**src/rtl/shift_pkg.sv**
```systemverilog
// Shared constants and types for the shared barrel-shifter arbiter slice.
package shift_pkg;

  localparam int unsigned SHIFT_AMT_W  = 5;
  localparam int unsigned SHIFT_DATA_W = 32;
  localparam int unsigned RSP_ID_W     = 2;

  localparam logic [1:0] SHIFT_SLL  = 2'b00;
  localparam logic [1:0] SHIFT_SRL  = 2'b01;
  localparam logic [1:0] SHIFT_SRA  = 2'b10;
  localparam logic [1:0] SHIFT_ROTR = 2'b11;

  // Occupancy of the one-entry result register.
  typedef enum logic {
    SLOT_EMPTY = 1'b0,
    SLOT_FULL  = 1'b1
  } slot_state_e;

endpackage

```
**src/rtl/mips32_shift.sv**
```systemverilog
// Combinational MIPS32 barrel shifter: SLL, SRL, SRA and ROTR by 0..31.
module mips32_shift
  import shift_pkg::*;
(
  input  logic [SHIFT_DATA_W-1:0] data_i,
  input  logic [SHIFT_AMT_W-1:0]  amount_i,
  input  logic [1:0]              op_i,
  output logic [SHIFT_DATA_W-1:0] result_o
);

  // Select the shift flavour; amount 0 falls out as a pass-through for every op.
  always_comb begin
    result_o = data_i;
    unique case (op_i)
      SHIFT_SLL:  result_o = data_i << amount_i;
      SHIFT_SRL:  result_o = data_i >> amount_i;
      SHIFT_SRA:  result_o = $unsigned($signed(data_i) >>> amount_i);
      SHIFT_ROTR: result_o = (data_i >> amount_i)
                           | (data_i << (6'd32 - {1'b0, amount_i}));
      default:    result_o = data_i;
    endcase
  end

endmodule

```
**src/rtl/shift_rr_arbiter.sv**
```systemverilog
// Round-robin arbiter: grants the first requester at or after the pointer.
module shift_rr_arbiter
  import shift_pkg::*;
#(
  parameter int unsigned NUM_REQ = 2
) (
  input  logic                clk,
  input  logic                rst_n,
  input  logic [NUM_REQ-1:0]  req_i,
  input  logic                enable_i,
  input  logic                advance_i,
  output logic [NUM_REQ-1:0]  grant_o,
  output logic [RSP_ID_W-1:0] idx_o
);

  logic [RSP_ID_W-1:0] ptr_q, ptr_d;
  logic                found;

  // Search from the pointer to the top, then wrap to the requesters below it.
  always_comb begin
    found = 1'b0;
    idx_o = '0;
    for (int unsigned i = 0; i < NUM_REQ; i++) begin
      if (!found && (i >= 32'(ptr_q)) && req_i[i]) begin
        found = 1'b1;
        idx_o = RSP_ID_W'(i);
      end
    end
    for (int unsigned i = 0; i < NUM_REQ; i++) begin
      if (!found && (i < 32'(ptr_q)) && req_i[i]) begin
        found = 1'b1;
        idx_o = RSP_ID_W'(i);
      end
    end
    grant_o = '0;
    if (found && enable_i) begin
      grant_o[idx_o] = 1'b1;
    end
  end

  // The pointer only moves past a winner that was actually accepted.
  always_comb begin
    ptr_d = ptr_q;
    if (advance_i) begin
      if (idx_o == RSP_ID_W'(NUM_REQ - 1)) begin
        ptr_d = '0;
      end else begin
        ptr_d = idx_o + RSP_ID_W'(1);
      end
    end
  end

  // Pointer register; reset gives requester 0 top priority.
  always_ff @(posedge clk or negedge rst_n) begin
    if (!rst_n) begin
      ptr_q <= '0;
    end else begin
      ptr_q <= ptr_d;
    end
  end

endmodule

```
**src/rtl/shift_unit_arbiter.sv**
```systemverilog
// Shares one mips32_shift between NUM_REQ requesters behind a round-robin
// grant, with the result held in a one-entry valid/ready output register.
module shift_unit_arbiter
  import shift_pkg::*;
#(
  parameter int unsigned NUM_REQ = 2,
  parameter int unsigned TAG_W   = 4
) (
  input  logic                             clk,
  input  logic                             rst_n,
  input  logic [NUM_REQ-1:0]               req_valid,
  output logic [NUM_REQ-1:0]               req_ready,
  input  logic [NUM_REQ*SHIFT_DATA_W-1:0]  req_data,
  input  logic [NUM_REQ*SHIFT_AMT_W-1:0]   req_amount,
  input  logic [NUM_REQ*2-1:0]             req_op,
  input  logic [NUM_REQ*TAG_W-1:0]         req_tag,
  output logic                             rsp_valid,
  input  logic                             rsp_ready,
  output logic [SHIFT_DATA_W-1:0]          rsp_data,
  output logic [RSP_ID_W-1:0]              rsp_id,
  output logic [TAG_W-1:0]                 rsp_tag
);

  slot_state_e              state_q;
  logic [SHIFT_DATA_W-1:0]  data_q;
  logic [RSP_ID_W-1:0]      id_q;
  logic [TAG_W-1:0]         tag_q;

  logic                     slot_free;
  logic                     accept;
  logic [NUM_REQ-1:0]       grant;
  logic [RSP_ID_W-1:0]      gnt_idx;
  logic [SHIFT_DATA_W-1:0]  sel_data;
  logic [SHIFT_AMT_W-1:0]   sel_amount;
  logic [1:0]               sel_op;
  logic [TAG_W-1:0]         sel_tag;
  logic [SHIFT_DATA_W-1:0]  shift_result;

  // rsp_ready feeds req_ready combinationally so a full slot drains and refills in one edge.
  // rst_n gates the enable so no requester sees ready while reset is held.
  always_comb begin
    slot_free = (state_q == SLOT_EMPTY) || rsp_ready;
  end

  shift_rr_arbiter #(
    .NUM_REQ (NUM_REQ)
  ) u_arb (
    .clk       (clk),
    .rst_n     (rst_n),
    .req_i     (req_valid),
    .enable_i  (slot_free && rst_n),
    .advance_i (accept),
    .grant_o   (grant),
    .idx_o     (gnt_idx)
  );

  // Grant drives ready directly; an accept is a granted requester that is valid.
  always_comb begin
    req_ready = grant;
    accept    = |(req_valid & grant);
  end

  // Route the granted requester's operand, amount, op and tag to the shared shifter.
  always_comb begin
    sel_data   = '0;
    sel_amount = '0;
    sel_op     = '0;
    sel_tag    = '0;
    for (int unsigned i = 0; i < NUM_REQ; i++) begin
      if (32'(gnt_idx) == i) begin
        sel_data   = req_data[i*SHIFT_DATA_W +: SHIFT_DATA_W];
        sel_amount = req_amount[i*SHIFT_AMT_W +: SHIFT_AMT_W];
        sel_op     = req_op[i*2 +: 2];
        sel_tag    = req_tag[i*TAG_W +: TAG_W];
      end
    end
  end

  mips32_shift u_shift (
    .data_i   (sel_data),
    .amount_i (sel_amount),
    .op_i     (sel_op),
    .result_o (shift_result)
  );

  // Output slot FSM: load on accept, empty on a drain with no refill, otherwise hold.
  always_ff @(posedge clk or negedge rst_n) begin
    if (!rst_n) begin
      state_q <= SLOT_EMPTY;
      data_q  <= '0;
      id_q    <= '0;
      tag_q   <= '0;
    end else begin
      unique case (state_q)
        SLOT_EMPTY: begin
          if (accept) begin
            state_q <= SLOT_FULL;
            data_q  <= shift_result;
            id_q    <= gnt_idx;
            tag_q   <= sel_tag;
          end
        end
        SLOT_FULL: begin
          if (accept) begin
            data_q <= shift_result;
            id_q   <= gnt_idx;
            tag_q  <= sel_tag;
          end else if (rsp_ready) begin
            state_q <= SLOT_EMPTY;
          end
        end
        default: state_q <= SLOT_EMPTY;
      endcase
    end
  end

  // Response outputs come straight from registers.
  always_comb begin
    rsp_valid = (state_q == SLOT_FULL);
    rsp_data  = data_q;
    rsp_id    = id_q;
    rsp_tag   = tag_q;
  end

endmodule

```
**config.mk**
```make
export PLATFORM = sky130hd
export DESIGN_NAME = shift_unit_arbiter
export DESIGN_NICKNAME = d
export VERILOG_FILES = /design/src/rtl/shift_pkg.sv /design/src/rtl/mips32_shift.sv /design/src/rtl/shift_rr_arbiter.sv /design/src/rtl/shift_unit_arbiter.sv
export SDC_FILE = /design/constraint.sdc
export NUM_CORES = 1
export LEC_CHECK = 0
export CORE_ASPECT_RATIO = 1.2
export CORE_UTILIZATION = 30
export DETAILED_ROUTE_END_ITERATION = 16
export PLACE_DENSITY = 0.59
export SKIP_LAST_GASP = 1
export SLEW_MARGIN = 20
export SYNTH_ARGS = -nofsm -noshare
export SYNTH_HDL_FRONTEND = slang
export SYNTH_SLANG_ARGS = --single-unit
```
**constraint.sdc**
```tcl
create_clock -name clk -period 3.3 [get_ports clk]
set_input_delay 0.33 -clock clk [delete_from_list [all_inputs] [get_ports clk]]
set_output_delay 0.33 -clock clk [all_outputs]
set_load 0.02 [all_outputs]
```
-- Yosys cells after proc, flatten, opt, wreduce, memory -nomap -nowiden
Index checks and enable logic that the tools add are counted.
- $add $sub $neg: 2
- divide/modulo/power cells: 0
- bitwise gates (word level): 3
- eq/ne operators: 4
- shift operators: 4
- multiplexer cells: 27
- magnitude comparators: 6
- reduce and logical (&&, ||, !) cells: 17
- $mul: 0
- operators by type and width (cell ; number):
    32-bit case mux with 4 select lines ; 1
    32-bit 2-to-1 mux ; 3
    32-bit bitwise OR ; 1
    32-bit by 5-bit left shift with 32-bit output ; 1
    32-bit by 6-bit left shift with 32-bit output ; 1
    32-bit by 5-bit right shift with 32-bit output ; 1
    32-bit by 5-bit >>> shifter with 32-bit output ; 1
    2-bit 2-to-1 mux ; 7
    4-bit 2-to-1 mux ; 3
    1-bit logical AND ; 10
    5-bit 2-to-1 mux ; 2
    1-bit 2-to-1 mux ; 9
    6-bit by 5-bit subtractor with 6-bit output, first input constant ; 1
    2-bit by 1-bit == test with 1-bit output, second input constant ; 2
    2-bit == test, second input constant ; 2
    1-bit by 2-bit >= comparator with 1-bit output, first input constant ; 2
    2-bit zero test ; 2
    1-bit by 2-bit < comparator with 1-bit output, first input constant ; 2
    1-bit zero test ; 3
    2-bit by 1-bit adder with 2-bit output, second input constant ; 1
    2-bit AND ; 1
    2-bit by 1-bit >= comparator with 1-bit output, second input constant ; 1
    2-bit < comparator, second input constant ; 1
    1-bit case mux with 2 select lines ; 1
    other kinds (4) ; 4
- logic and storage cells: 68
- output and inout port bits: 41
- bits in read-only memories: 0
- input bits: 91
- bits in latches: 0
- memories kept: 0
- memory bits (writable): 0
- register bits after elaboration: 41

-- Logic depth before layout (Yosys ltp)
- depth after elaboration: 24
- mapped depth: 19
- gate-level depth less buffers: 13

-- By module
Synthesis repeated with hierarchy kept, for this count alone.
- cells, all modules: 1069
- area total of the unflattened synthesis: 8957.3 µm²
- modules (own cells, without submodules) (module ; cells an instance ; times used ; area an instance (µm²) ; sequential area each (µm²)):
    mips32_shift ; 877 ; 1 ; 6633.9 ; 0.0
    shift_unit_arbiter ; 182 ; 1 ; 2240.9 ; 975.9
    shift_rr_arbiter ; 10 ; 1 ; 82.6 ; 25.0

-- Least setup slack after synthesis
OpenSTA, ideal clock, no wires.
- path kind: register to register
- start point: reg u_arb.ptr_q[0]
- end point: reg data_q[29] (netlist: rsp_data[29])
- setup time: 138 ps
- period minus slack after synthesis: 3582 ps
- slack: -282 ps
- data required time: 3162 ps
- arrival time: 3443 ps
- cell stages (with the launch flop): 19
- path buffers: 5
- cell sequence: dfrtp_1 -> nand2b_1 -> buf_6 -> buf_6 -> nand3_1 -> nand2_1 -> inv_1 -> buf_4 -> buf_4 -> ha_1 -> nor2b_1 -> o211ai_1 -> and2_1 -> buf_6 -> mux2i_1 -> mux2i_1 -> mux2_2 -> a2111oi_0 -> a31oi_1
- word-level cells in the longest chain between the ends: 23
- elaborated cells between the ends (all ways): 50
- those cells by class: add/sub (1); order compare (6); eq/ne (4); shift (4); mux (18); bitwise (2); reduce/logical (15)
- RTL lines (element ; line ; source):
    start: declaration ; shift_rr_arbiter.sv:16 ; logic [RSP_ID_W-1:0] ptr_q, ptr_d;
    start signal: assignment ; shift_rr_arbiter.sv:58 ; ptr_q <= ptr_d;
    1-bit by 2-bit >= comparator with 1-bit output ; shift_rr_arbiter.sv:24 ; if (!found && (i >= 32'(ptr_q)) && req_i[i]) begin
    1-bit logical AND ; shift_rr_arbiter.sv:24 ;
    1-bit 2-to-1 mux ; shift_rr_arbiter.sv:24 ;
    1-bit zero test ; shift_rr_arbiter.sv:24 ;
    1-bit logical AND (2 in a row) ; shift_rr_arbiter.sv:24 ;
    1-bit 2-to-1 mux ; shift_rr_arbiter.sv:24 ;
    1-bit zero test ; shift_rr_arbiter.sv:30 ; if (!found && (i < 32'(ptr_q)) && req_i[i]) begin
    1-bit logical AND (2 in a row) ; shift_rr_arbiter.sv:30 ;
    [... 4 more ...] ; n/a ;
    2-bit 2-to-1 mux ; shift_rr_arbiter.sv:30 ;
    2-bit zero test ; shift_unit_arbiter.sv:70 ; if (32'(gnt_idx) == i) begin
    5-bit 2-to-1 mux (2 in a row) ; shift_unit_arbiter.sv:70 ;
    6-bit by 5-bit subtractor with 6-bit output ; mips32_shift.sv:19 ; | (data_i << (6'd32 - {1'b0, amount_i}));
    32-bit by 6-bit left shift with 32-bit output ; mips32_shift.sv:19 ;
    32-bit bitwise OR ; mips32_shift.sv:19 ;
    32-bit case mux with 4 select lines ; mips32_shift.sv:14 ; unique case (op_i)
    32-bit 2-to-1 mux ; shift_unit_arbiter.sv:96, shift_unit_arbiter.sv:104 ;
    end signal: assignment ; shift_unit_arbiter.sv:98 ; data_q <= shift_result;
    end signal: assignment ; shift_unit_arbiter.sv:105 ; data_q <= shift_result;
    end: declaration ; shift_unit_arbiter.sv:25 ; logic [SHIFT_DATA_W-1:0] data_q;
Parallel ways exist; a longest one is shown, timed or not. The select of a mux whose other input is x is not followed.
A chain may end at the register's enable or synchronous reset.

-- Worst setup path in the final report
Same ends and word-level chain as after synthesis.

==> results.md <==
- Port buffer count: 130
- Part of the cycle the worst path needs: 96.8%
- Hold Path Class: input pin to async pin
- Number of antenna violations at the first check in global routing: 2
- Gate count of the mapped netlist: around 1200
- Unrepaired setup endpoints after global routing: false
- Post-DP Area: about 0.014 mm^2
- CP required: ~3.5 ns
- Vias in the first global route: between 10000 and 15000
- Vertical extent of the die: ~200 um
- Count of final setup violators: 0
- Number of violations reported at the end of detailed-routing iteration 0: between 1000 and 1500
- Count of clock tree sinks: 39
- Hold violation count in the final report: 0
- Worst reg2reg startpoint: u_arb.ptr_q[0]$_DFFE_PN0P_
- Ratio of total power to cell area: 388 mW/mm^2
- Clock period minus worst slack: approximately 3.2 ns
- Finished Core Util: around 44%
- Worst max-slew margin expressed relative to the limit: about half
- Nets: between 1500 and 2000
- Number of flops mapped to enable cells by yosys: 0
- Outcome: finished clean
- 1st-pass router iterations: 6
- HPWL Detailed: approximately 47000 um
- Start-to-end type of the worst setup path: flip-flop to flip-flop
- Share of flip-flops with an asynchronous set or reset after synthesis: between 90% and 100%
- Netlist Area Pre-Place: approximately 0.0095 mm^2
- Area delta synth->final: 44.9%
- Number of pins with negative max-slew slack in the final report: 0
- Number of buffers created by CTS: 5
- GR Util All Layers: 35.4%
- Max Clock Skew: ~0.013 ns
- Reported leakage power: ~0.006 uW
- Count of H-tree levels built during CTS: 2
- Die Span X: 165 um
- Effective utilization at floorplan: a little under a third
- Max-cap violations: 0
- Wire length after detailed routing: 57400 um
- Mean post-synth cell area: 7.93 um^2
- Fraction of layout instances using a drive strength above 1: between 30% and 40%
- Share of synthesized area occupied by flip-flops and latches: around a tenth
- Count of warnings emitted by yosys: 0
- CTS tree: done
- Pin count of the biggest net entering global routing: between 50 and 60
- Vias per inst: slightly above 6
- DR DRC count: 0
- Floorplan die area: between 0.03 and 0.04 mm^2
- Setup crit end kind: flip-flop
- Clk slew on worst S/H paths: roughly 0.08 ns
- ANT nets after route: 0
- Nets in the synthesized netlist: roughly 1300
- Overflow left after global routing: 0
- Total number of vias: 12316
- Largest voltage drop on the vdd net: approximately 0.00026 V
- Wire per inst: 29.0 um
- Max clock buf depth: 2
- Clk Latency, worst-skew pair: 0.31 ns
- Maximum operating frequency: around 0.31 GHz
- Buffer type at the clock tree root: sky130_fd_sc_hd__clkbuf_16
- Synthesis-stage register bit count: 39
- Gp weighted congestion: approximately 1.1
- Yosys cell types: approximately 100
- Commonest register cell after synthesis: sky130_fd_sc_hd__dfrtp_1
- Startpoint of the worst setup timing path: u_arb.ptr_q[0]$_DFFE_PN0P_
- Finished Cell Area: 0.0138 mm^2
- Startpoint class of the critical path: flip-flop
- Crit-path max FO: 6
- Diode count: 0
- # IOs: around 130
- Area of the core: about 0.031 mm^2
- Wire length of the first global-routing pass: 82900 um
- Tightest Pin Transition: 0.744 ns
- Row count: 71
- Arrival time of the worst setup path: about 3.4 ns
## sequential cells by signal, summed over array words and instances (netlist names)
| name | cells |
|---|---|
| rsp_data | 32 |
| rsp_tag | 4 |
| rsp_id | 1 |
| rsp_valid | 1 |
| u_arb.ptr_q | 1 |
## synth_stat cells (all sizes together) (10+ instances only)
cell    number  area share [%]
o31ai       10            0.84
mux2        58             7.0
nand2b      13            0.86
mux2i      207              22
a221oi      12             1.2
nand2      110             4.6
dfrtp       39              10
nor2b       18             1.2
nor2        94             3.9
buf         85             6.5
a211oi      33             2.6
o21ai       75             4.1
o32a        10             1.1
a31oi       33             2.2
a211o       10            0.92
and3        13            0.86
mux4        23             5.5
nor3        26             1.5
o22ai       23             1.5
a21oi       83             4.6
o211ai      28             2.2
nand3       40             2.2
clkbuf      25            0.99
## metrics by stage
step	instances	setup slack (ns)	setup TNS, ns	power (uW)	hold WS [ns]
5_1_grt	1980	0.00502	0	5540	0.254
6_report	1980	0.105	0	5340	0.189
4_1_cts	1980	0.0116	0	5230	0.222
2_1_floorplan	1199	0.0223	0	2600	0.0344
3_5_place_dp	1970	-0.517	-5.44	4690	0.500
3_3_place_gp	1970	-0.527	-5.24	4700	0.492
## worst paths after layout
kind	to	slack [ns]	depth (start not counted)
worst min-delay path	rsp_data[19]$_DFFE_PN0P_	0.19	2
worst max-delay path	rsp_data[29]$_DFFE_PN0P_	0.11	16
min in group clk	rsp_id[0]$_DFFE_PN0P_	0.50	1
max in group asynchronous	u_arb.ptr_q[0]$_DFFE_PN0P_	2.67	2
worst min register to register	rsp_id[0]$_DFFE_PN0P_	0.50	1
worst max register to register	rsp_data[29]$_DFFE_PN0P_	0.11	16
## repair_timing
action | CTS | global route
resized for setup | 1 | 12
hold buffers | 0 | 0
setup buffers | 2 | 0
endpoints found under the setup margin | 1 | 14
pin swaps | 1 | 3
## cell type report
type / count / area [um^2]
repair buffers: 482 / 4260
flip-flops and latches: 39 / 977
well taps: 401 / 502
fillers: 3224 / 17500
clock buffers: 6 / 129
inverters: 7 / 28.8
clock inverters: 2 / 12.5
multi-input cells: 1043 / 7880
## layer usage
| layer | vias to the layer above | global-route usage (%) | share of wire (%) | wire length, um |
|---|---|---|---|---|
| li1 | 5432 | - | - | - |
| met1 | 5950 | 44.0 | 39 | 22600 |
| met2 | 753 | 57.4 | 45 | 26100 |
| met3 | 181 | 4.05 | 7.3 | 4190 |
| met4 | 0 | 23.0 | 7.8 | 4490 |
| met5 | - | 0 | 0 | 0 |
## report_power, final
group | switching [uW] | internal [uW]
Clock | 243 | 281
Combinational | 2270 | 1850
Sequential | 99.5 | 601
Total | 2610 | 2730
## kinds of logic (layout without fill, tap and decap cells)
kind of cell	count (synthesis)	count (layout)	synth area share, %
AO/OA/AOI/OAI	400	400	29.0
AND/OR/NAND/NOR	347	347	17.4
multiplexers	288	288	34.5
buffers and inverters	117	497	7.80
flip-flops	39	39	10.3
XOR/XNOR	6	6	0.908
adder cells (fa/ha/maj)	1	1	0.132
other	1	1	0.0394
## worst max-delay path, cell delays in order (launching register included)
cell and delay (ns):
sky130_fd_sc_hd__dfrtp_2 0.48, sky130_fd_sc_hd__nor2b_4 0.16, sky130_fd_sc_hd__buf_4 0.12, sky130_fd_sc_hd__o21ai_2 0.06, sky130_fd_sc_hd__nand2_2 0.09, sky130_fd_sc_hd__inv_2 0.05, sky130_fd_sc_hd__ha_4 0.17, sky130_fd_sc_hd__nor2b_1 0.13
sky130_fd_sc_hd__o211ai_1 0.19, sky130_fd_sc_hd__and2_4 0.25, sky130_fd_sc_hd__buf_4 0.17, sky130_fd_sc_hd__mux2i_2 0.24, sky130_fd_sc_hd__buf_4 0.13, sky130_fd_sc_hd__mux2i_1 0.11, sky130_fd_sc_hd__mux2_2 0.33, sky130_fd_sc_hd__a2111oi_4 0.35
sky130_fd_sc_hd__a31oi_1 0.07
## placed cells by master (no fill, tap or decap), types with 6 or more instances in the layout
cell type and instances:
sky130_fd_sc_hd__buf_12 27, sky130_fd_sc_hd__a22oi_1 8, sky130_fd_sc_hd__o211ai_1 28, sky130_fd_sc_hd__o32a_1 10
sky130_fd_sc_hd__o221ai_1 8, sky130_fd_sc_hd__and3_1 13, sky130_fd_sc_hd__nor3_1 24, sky130_fd_sc_hd__o21a_1 8
sky130_fd_sc_hd__nand3_1 39, sky130_fd_sc_hd__and2_1 7, sky130_fd_sc_hd__a21o_1 6, sky130_fd_sc_hd__buf_4 324
sky130_fd_sc_hd__mux2i_1 201, sky130_fd_sc_hd__o31ai_1 9, sky130_fd_sc_hd__a21oi_1 78, sky130_fd_sc_hd__a211oi_1 32
sky130_fd_sc_hd__clkdlybuf4s50_1 123, sky130_fd_sc_hd__nor4_1 6, sky130_fd_sc_hd__nor2_1 92, sky130_fd_sc_hd__o21ai_0 62
sky130_fd_sc_hd__o21ai_1 10, sky130_fd_sc_hd__nand2_1 106, sky130_fd_sc_hd__a221oi_1 10, sky130_fd_sc_hd__mux4_2 22
sky130_fd_sc_hd__nand2b_1 12, sky130_fd_sc_hd__o22ai_1 23, sky130_fd_sc_hd__mux2_2 54, sky130_fd_sc_hd__nor2b_1 16
sky130_fd_sc_hd__a211o_1 10, sky130_fd_sc_hd__buf_2 6, sky130_fd_sc_hd__a31oi_1 32, sky130_fd_sc_hd__dfrtp_1 38
Note: power is estimated with default switching activity, not from simulation.
